===== src/rtl/serial_addsub_pkg.sv =====
// -----------------------------------------------------------------------------
// serial_addsub_pkg
//   Definitions shared by the bit-serial add/subtract unit:
//     WIDTH_DEFAULT : default operand/result width (18 bits)
//     OP_ADD/OP_SUB : encodings of the op input (0 = a+b, 1 = a-b)
//     state_t       : controller states IDLE / RUN / DONE
//   Helper:
//     cnt_width()   : width of a counter that must be able to hold 0..n
// -----------------------------------------------------------------------------
package serial_addsub_pkg;

  localparam int WIDTH_DEFAULT = 18;

  localparam logic OP_ADD = 1'b0;
  localparam logic OP_SUB = 1'b1;

  typedef enum logic [1:0] {
    IDLE = 2'd0,
    RUN  = 2'd1,
    DONE = 2'd2
  } state_t;

  // Bits needed to count from 0 up to and including n.
  function automatic int cnt_width(input int n);
    return $clog2(n + 1);
  endfunction

endpackage


===== src/rtl/serial_addsub_full_adder.sv =====
// -----------------------------------------------------------------------------
// full_adder
//   One-bit full-adder cell used as the arithmetic core of serial_addsub.
//   Ports:
//     a, b   : operand bits
//     c_in   : carry in
//     s      : sum bit       = a ^ b ^ c_in
//     c_out  : carry out     = majority(a, b, c_in)
// -----------------------------------------------------------------------------
module full_adder (
  input  logic a,
  input  logic b,
  input  logic c_in,
  output logic s,
  output logic c_out
);

  logic w_half;

  assign w_half = a ^ b;
  assign s      = w_half ^ c_in;
  assign c_out  = (a & b) | (c_in & w_half);

endmodule


===== src/rtl/serial_addsub.sv =====
// -----------------------------------------------------------------------------
// serial_addsub
//   Bit-serial two's-complement adder/subtractor. One operand pair is accepted
//   in IDLE, processed LSB first through a single full-adder cell over WIDTH
//   RUN cycles, and the result plus flags are presented in DONE until the
//   consumer accepts them. Subtraction is a + ~b + 1 (carry flop seeded with 1).
//
//   Ports:
//     clk       : clock, rising edge
//     rst_n     : asynchronous active-low reset
//     in_valid  : operand set offered
//     in_ready  : block can accept operands (IDLE only)
//     a, b      : operands (WIDTH bits, two's complement)
//     op        : 0 = a+b, 1 = a-b
//     out_valid : result and flags valid (DONE only)
//     out_ready : consumer accepts the result
//     result    : sum/difference modulo 2^WIDTH
//     carry     : final carry out (NOT-borrow when subtracting)
//     zero      : result == 0
//     negative  : result MSB
//     overflow  : signed overflow
// -----------------------------------------------------------------------------
module serial_addsub
  import serial_addsub_pkg::*;
#(
  parameter int WIDTH = WIDTH_DEFAULT
) (
  input  logic             clk,
  input  logic             rst_n,
  input  logic             in_valid,
  output logic             in_ready,
  input  logic [WIDTH-1:0] a,
  input  logic [WIDTH-1:0] b,
  input  logic             op,
  output logic             out_valid,
  input  logic             out_ready,
  output logic [WIDTH-1:0] result,
  output logic             carry,
  output logic             zero,
  output logic             negative,
  output logic             overflow
);

  localparam int             CW       = cnt_width(WIDTH);
  localparam logic [CW-1:0]  LAST_BIT = CW'(WIDTH - 1);

  // ---------------------------------------------------------------------------
  // State
  // ---------------------------------------------------------------------------
  state_t           r_state;
  state_t           w_state_next;

  logic [WIDTH-1:0] r_a;        // shifts right, r_a[0] feeds the cell
  logic [WIDTH-1:0] r_b;        // latched b, already inverted for subtract
  logic [WIDTH-1:0] r_result;   // sum bits enter at the MSB
  logic             r_c;        // running carry
  logic [CW-1:0]    r_cnt;      // bits processed so far
  logic             r_a_msb;    // operand sign bits kept for the overflow flag,
  logic             r_b_msb;    // since the shifters lose them during RUN

  logic             r_carry;
  logic             r_zero;
  logic             r_negative;
  logic             r_overflow;

  // ---------------------------------------------------------------------------
  // Combinational helpers
  // ---------------------------------------------------------------------------
  logic             w_take;         // operand handshake
  logic             w_last;         // final bit being processed this cycle
  logic [WIDTH-1:0] w_b_eff;        // b as it enters the adder path
  logic             w_sum;
  logic             w_cout;
  logic [WIDTH-1:0] w_result_next;  // result register after this cycle's shift

  assign w_take  = in_valid & (r_state == IDLE);
  assign w_last  = (r_state == RUN) && (r_cnt == LAST_BIT);
  assign w_b_eff = (op == OP_SUB) ? ~b : b;

  full_adder u_fa (
    .a     (r_a[0]),
    .b     (r_b[0]),
    .c_in  (r_c),
    .s     (w_sum),
    .c_out (w_cout)
  );

  // Sum bit enters at the MSB; after WIDTH shifts the first (LSB) sum bit
  // has travelled down to bit 0.
  generate
    if (WIDTH > 1) begin : g_shift_wide
      assign w_result_next = {w_sum, r_result[WIDTH-1:1]};
    end else begin : g_shift_single
      assign w_result_next = w_sum;
    end
  endgenerate

  // ---------------------------------------------------------------------------
  // FSM: state register
  // ---------------------------------------------------------------------------
  always_ff @(posedge clk or negedge rst_n) begin
    if (!rst_n) begin
      r_state <= IDLE;
    end else begin
      r_state <= w_state_next;
    end
  end

  // ---------------------------------------------------------------------------
  // FSM: next state
  // ---------------------------------------------------------------------------
  always_comb begin
    w_state_next = r_state;
    unique case (r_state)
      IDLE: begin
        if (in_valid) begin
          w_state_next = RUN;
        end
      end
      RUN: begin
        if (r_cnt == LAST_BIT) begin
          w_state_next = DONE;
        end
      end
      DONE: begin
        if (out_ready) begin
          w_state_next = IDLE;
        end
      end
      default: begin
        w_state_next = IDLE;
      end
    endcase
  end

  // ---------------------------------------------------------------------------
  // Datapath: operand shifters, carry, counter and result
  // ---------------------------------------------------------------------------
  always_ff @(posedge clk or negedge rst_n) begin
    if (!rst_n) begin
      r_a      <= '0;
      r_b      <= '0;
      r_result <= '0;
      r_c      <= 1'b0;
      r_cnt    <= '0;
      r_a_msb  <= 1'b0;
      r_b_msb  <= 1'b0;
    end else if (w_take) begin
      r_a     <= a;
      r_b     <= w_b_eff;
      r_c     <= op;              // +1 for two's-complement subtract
      r_cnt   <= '0;
      r_a_msb <= a[WIDTH-1];
      r_b_msb <= w_b_eff[WIDTH-1];
    end else if (r_state == RUN) begin
      r_a      <= r_a >> 1;
      r_b      <= r_b >> 1;
      r_c      <= w_cout;
      r_result <= w_result_next;
      r_cnt    <= r_cnt + CW'(1);
    end
  end

  // ---------------------------------------------------------------------------
  // Flags: captured only on the final RUN cycle so they stay stable in DONE
  // and across later IDLE periods.
  // ---------------------------------------------------------------------------
  always_ff @(posedge clk or negedge rst_n) begin
    if (!rst_n) begin
      r_carry    <= 1'b0;
      r_zero     <= 1'b0;
      r_negative <= 1'b0;
      r_overflow <= 1'b0;
    end else if (w_last) begin
      r_carry    <= w_cout;
      r_zero     <= (w_result_next == '0);
      r_negative <= w_sum;
      // Same-signed operands (after b inversion) producing a different sign.
      r_overflow <= (r_a_msb == r_b_msb) & (w_sum != r_a_msb);
    end
  end

  // ---------------------------------------------------------------------------
  // Outputs
  // ---------------------------------------------------------------------------
  assign in_ready  = (r_state == IDLE);
  assign out_valid = (r_state == DONE);
  assign result    = r_result;
  assign carry     = r_carry;
  assign zero      = r_zero;
  assign negative  = r_negative;
  assign overflow  = r_overflow;

endmodule


===== config.mk =====
export PLATFORM = sky130hd
export DESIGN_NAME = serial_addsub
export DESIGN_NICKNAME = d
export VERILOG_FILES = /design/src/rtl/serial_addsub_pkg.sv /design/src/rtl/serial_addsub_full_adder.sv /design/src/rtl/serial_addsub.sv
export SDC_FILE = /design/constraint.sdc
export NUM_CORES = 1
export LEC_CHECK = 0
export CAP_MARGIN = 20
export CORE_ASPECT_RATIO = 1.25
export CORE_MARGIN = 4
export CORE_UTILIZATION = 47
export DETAILED_ROUTE_END_ITERATION = 10
export PLACE_DENSITY = 0.71
export SLEW_MARGIN = 5
export SYNTH_ARGS = -nofsm -noshare
export SYNTH_HDL_FRONTEND = slang
export SYNTH_SLANG_ARGS = --single-unit

===== constraint.sdc =====
create_clock -name clk -period 2.3 [get_ports clk]
set_input_delay 0.23 -clock clk [delete_from_list [all_inputs] [get_ports clk]]
set_output_delay 0.23 -clock clk [all_outputs]
set_load 0.02 [all_outputs]

==> impl_results.md <==
- Synth Warn #: 0
- Achievable Freq: 529 MHz
- First-pass GRT wire length: 11000 um
- Vias per cell: 5.05
- Layout area overhead: 28.2%
- Worst-path fanout max: 8
- Fin crit share: 82.2%
- Mean Syn Cell Area: 9.31 sq um
- DP Wirelength: 4620 um
- H-tree levels: 3
- Rel. slew slack: 57.0%
- Clock power share: 18.9%
- Sequential Power Share: 42.6%
- Most common cell after layout, fill and taps aside: nand2_1
- Num CTS Buffers: 9
- Crit path DAT: 1.66 ns
- Largest net degree at the start of global routing: 42
- Post-synthesis sequential area ratio: 54.4%
- 1st-iter DRT viols: 103
- Filler cell count in the final layout: 594
- Combinational share of power: 38.4%
- Run status: finished, final reports clean
- Max Root-Sink Buffers: 2
- Final Wtd Congestion: 0.731
- Wire length per cell: 13.6 um
- Net count after synthesis: 380
- Num rows: 33
- Final Non-Filler Cells: 492
- CTS clk-pin slew, worst paths: 0.07 ns
- Gr usage total: 17.4%
- Synth top area cells: dfrtp_1, nand2_1, xor2_1
- Switch share: 37.2%
- Grt ovf: 0
- Hold WC Path Type: input port to asynchronous set/reset pin
- Num ports: 65
- Vias in the first global route: 2379
- Die area: 0.00803 sq mm
- Hold Vio Cnt, Final: 0
- Commonest non-fill, non-tap cells in the layout: nand2_1, dfrtp_1, clkdlybuf4s50_1
- ANT nets after route: 0
- Period minus WS final: 1.89 ns
- Least-Margin Pin Slew: 0.644 ns
- WP data required: 2.07 ns
- VDD IR max: 0.618 mV
- Critical Path Start Type: register
- Initial antenna violation count: 0
- NumNets Final: 445
- Routed WL: 6670 um
- Reg2reg start: r_state[0]
- CTS tree: built
- Via count: 2483
- Clk Latency, worst-skew pair: 0.33 ns
- Critical path class: register to primary output
- Initial DRT Pass Iterations: 4
- RSZ-0062 raised after global routing: no
- Synth area leader: dfrtp_1
- Final Max Slew Viols: 0
- Hold WS: 0.464 ns
- Root Buffer: clkbuf_8
- Overall Power: 4.84 mW
- Initial core utilization: 47.9%
- Endpoints failing setup: 0
- Static leakage power: 1.92 nW
- Core ar.: 0.00652 sq mm
- Max_cap viols: 0
- R2R depth: 3
- Synth unique cells: 29
- Power Density: 1210 mW/mm^2
- Final TNS setup: 0 ns
- # Post-CTS Setup Buffers: 0
- Clock sink count: 68
- ANT cells: 0
- R2r endpoint: negative
- Switching pwr: 1.80 mW
- Die width: 81.0 um
- Yosys reg bits: 68
- Synth Cell Area: 0.00313 sq mm
- Placed cells: 476
- Int Power: 3.04 mW
- Flop2flop setup slack: 0.61 ns
- Final core utilization: 61.5%
- Clk_skew: 0.00796 ns
- Critical Path End Type: primary output
- Drt drc: 0
- Synth Instances: 336
- Area share of the largest cell type after synthesis: 54.4%
- Hold_buf cts: 1
- Layout cells sized above 1: 7.65%
- Port Buffers: 64
- Post-CTS sizing: 0
- Die height: 99.2 um
==> power by group through the flow <==
stage	clock, mW	combinational (mW)	sequential, mW
after floorplan	0	1.10	2.17
after global placement	0	1.83	2.07
after detailed placement	0	1.89	2.08
after CTS	0.948	1.89	2.07
after global routing	0.986	2.08	2.14
final	0.917	1.86	2.06
==> how the worst max path moves through the flow <==
stage / from / end / slack, ns / cells past startpoint
finish: r_state[0] / out_valid / 0.41 / 3
floorplan: r_c / overflow / 0.86 / 4
CTS: r_state[0] / out_valid / 0.38 / 3
global placement: in_valid / r_b[4] / 0.53 / 5
detailed placement: in_valid / r_b[1] / 0.46 / 5
global route: r_state[0] / out_valid / 0.29 / 3
==> Yosys cell counts <==
cell type / count
nand2_1: 138
dfrtp_1: 68
nor2_1: 19
a22oi_1: 18
xor2_1: 18
a31oi_1: 17
buf_2: 10
buf_6: 6
buf_4: 4
nand3_1: 4
nor4_1: 4
mux2_2: 3
nand2b_1: 3
nand4_1: 3
o21ai_0: 3
ha_1: 2
inv_1: 2
mux2i_1: 2
o21ai_1: 2
and4bb_2: 1
clkbuf_1: 1
fa_1: 1
nand3b_1: 1
nor2b_4: 1
nor3b_1: 1
o21bai_1: 1
o22ai_1: 1
o2bb2ai_1: 1
or3b_1: 1
==> flip-flops by register name (all words and copies together) (netlist names) <==
name	flops
r_state	2
r_a_msb	1
r_b	18
zero	1
overflow	1
negative	1
r_a	18
r_b_msb	1
r_cnt	5
result	18
r_c	1
carry	1
==> stage by stage <==
step           area (sq um)  setup WS, ns
3_5_place_dp           3810         0.463
2_1_floorplan          3130         0.864
6_report               4010         0.410
4_1_cts                4010         0.381
5_1_grt                4010         0.289
3_3_place_gp           3810         0.531
==> cell type report <==
type                    instances  area (sq um)  area share [%]
multi-input cells             245          1270            31.7
flip-flops and latches         68          1700            42.4
clock inverters                 1          5.00           0.125
repair buffers                 75           733            18.3
clock buffers                  14           183            4.55
inverters                       2          7.51           0.187
well taps                      87           109            2.71
==> layer usage <==
| metal | track usage [%] | up-vias | share of wire (%) |
|---|---|---|---|
| met5 | 0 | - | 0 |
| met4 | 5.85 | 0 | 1.5 |
| met3 | 5.43 | 10 | 5.0 |
| met2 | 27.8 | 59 | 49 |
| met1 | 22.3 | 1184 | 44 |
| li1 | - | 1230 | - |
==> kinds of logic (layout without fill, tap and decap cells) <==
group	Yosys count	count (layout)	share of synthesized area (%)
and+or+nand+nor	176	176	23.1
xor gates and xnor gates	18	18	5.04
AOI/OAI and AO/OA	43	43	9.24
adders and majority gates	3	3	1.44
buffers and inverters	23	92	5.08
DFF	68	68	54.4
muxes	5	5	1.72
==> critical path: stages, from the launching register on <==
cell	delay (ns)
dfrtp_1	0.48
nand2b_1	0.20
inv_1	0.06
clkdlybuf4s50_1	0.60
(Power assumes the default switching activity.)
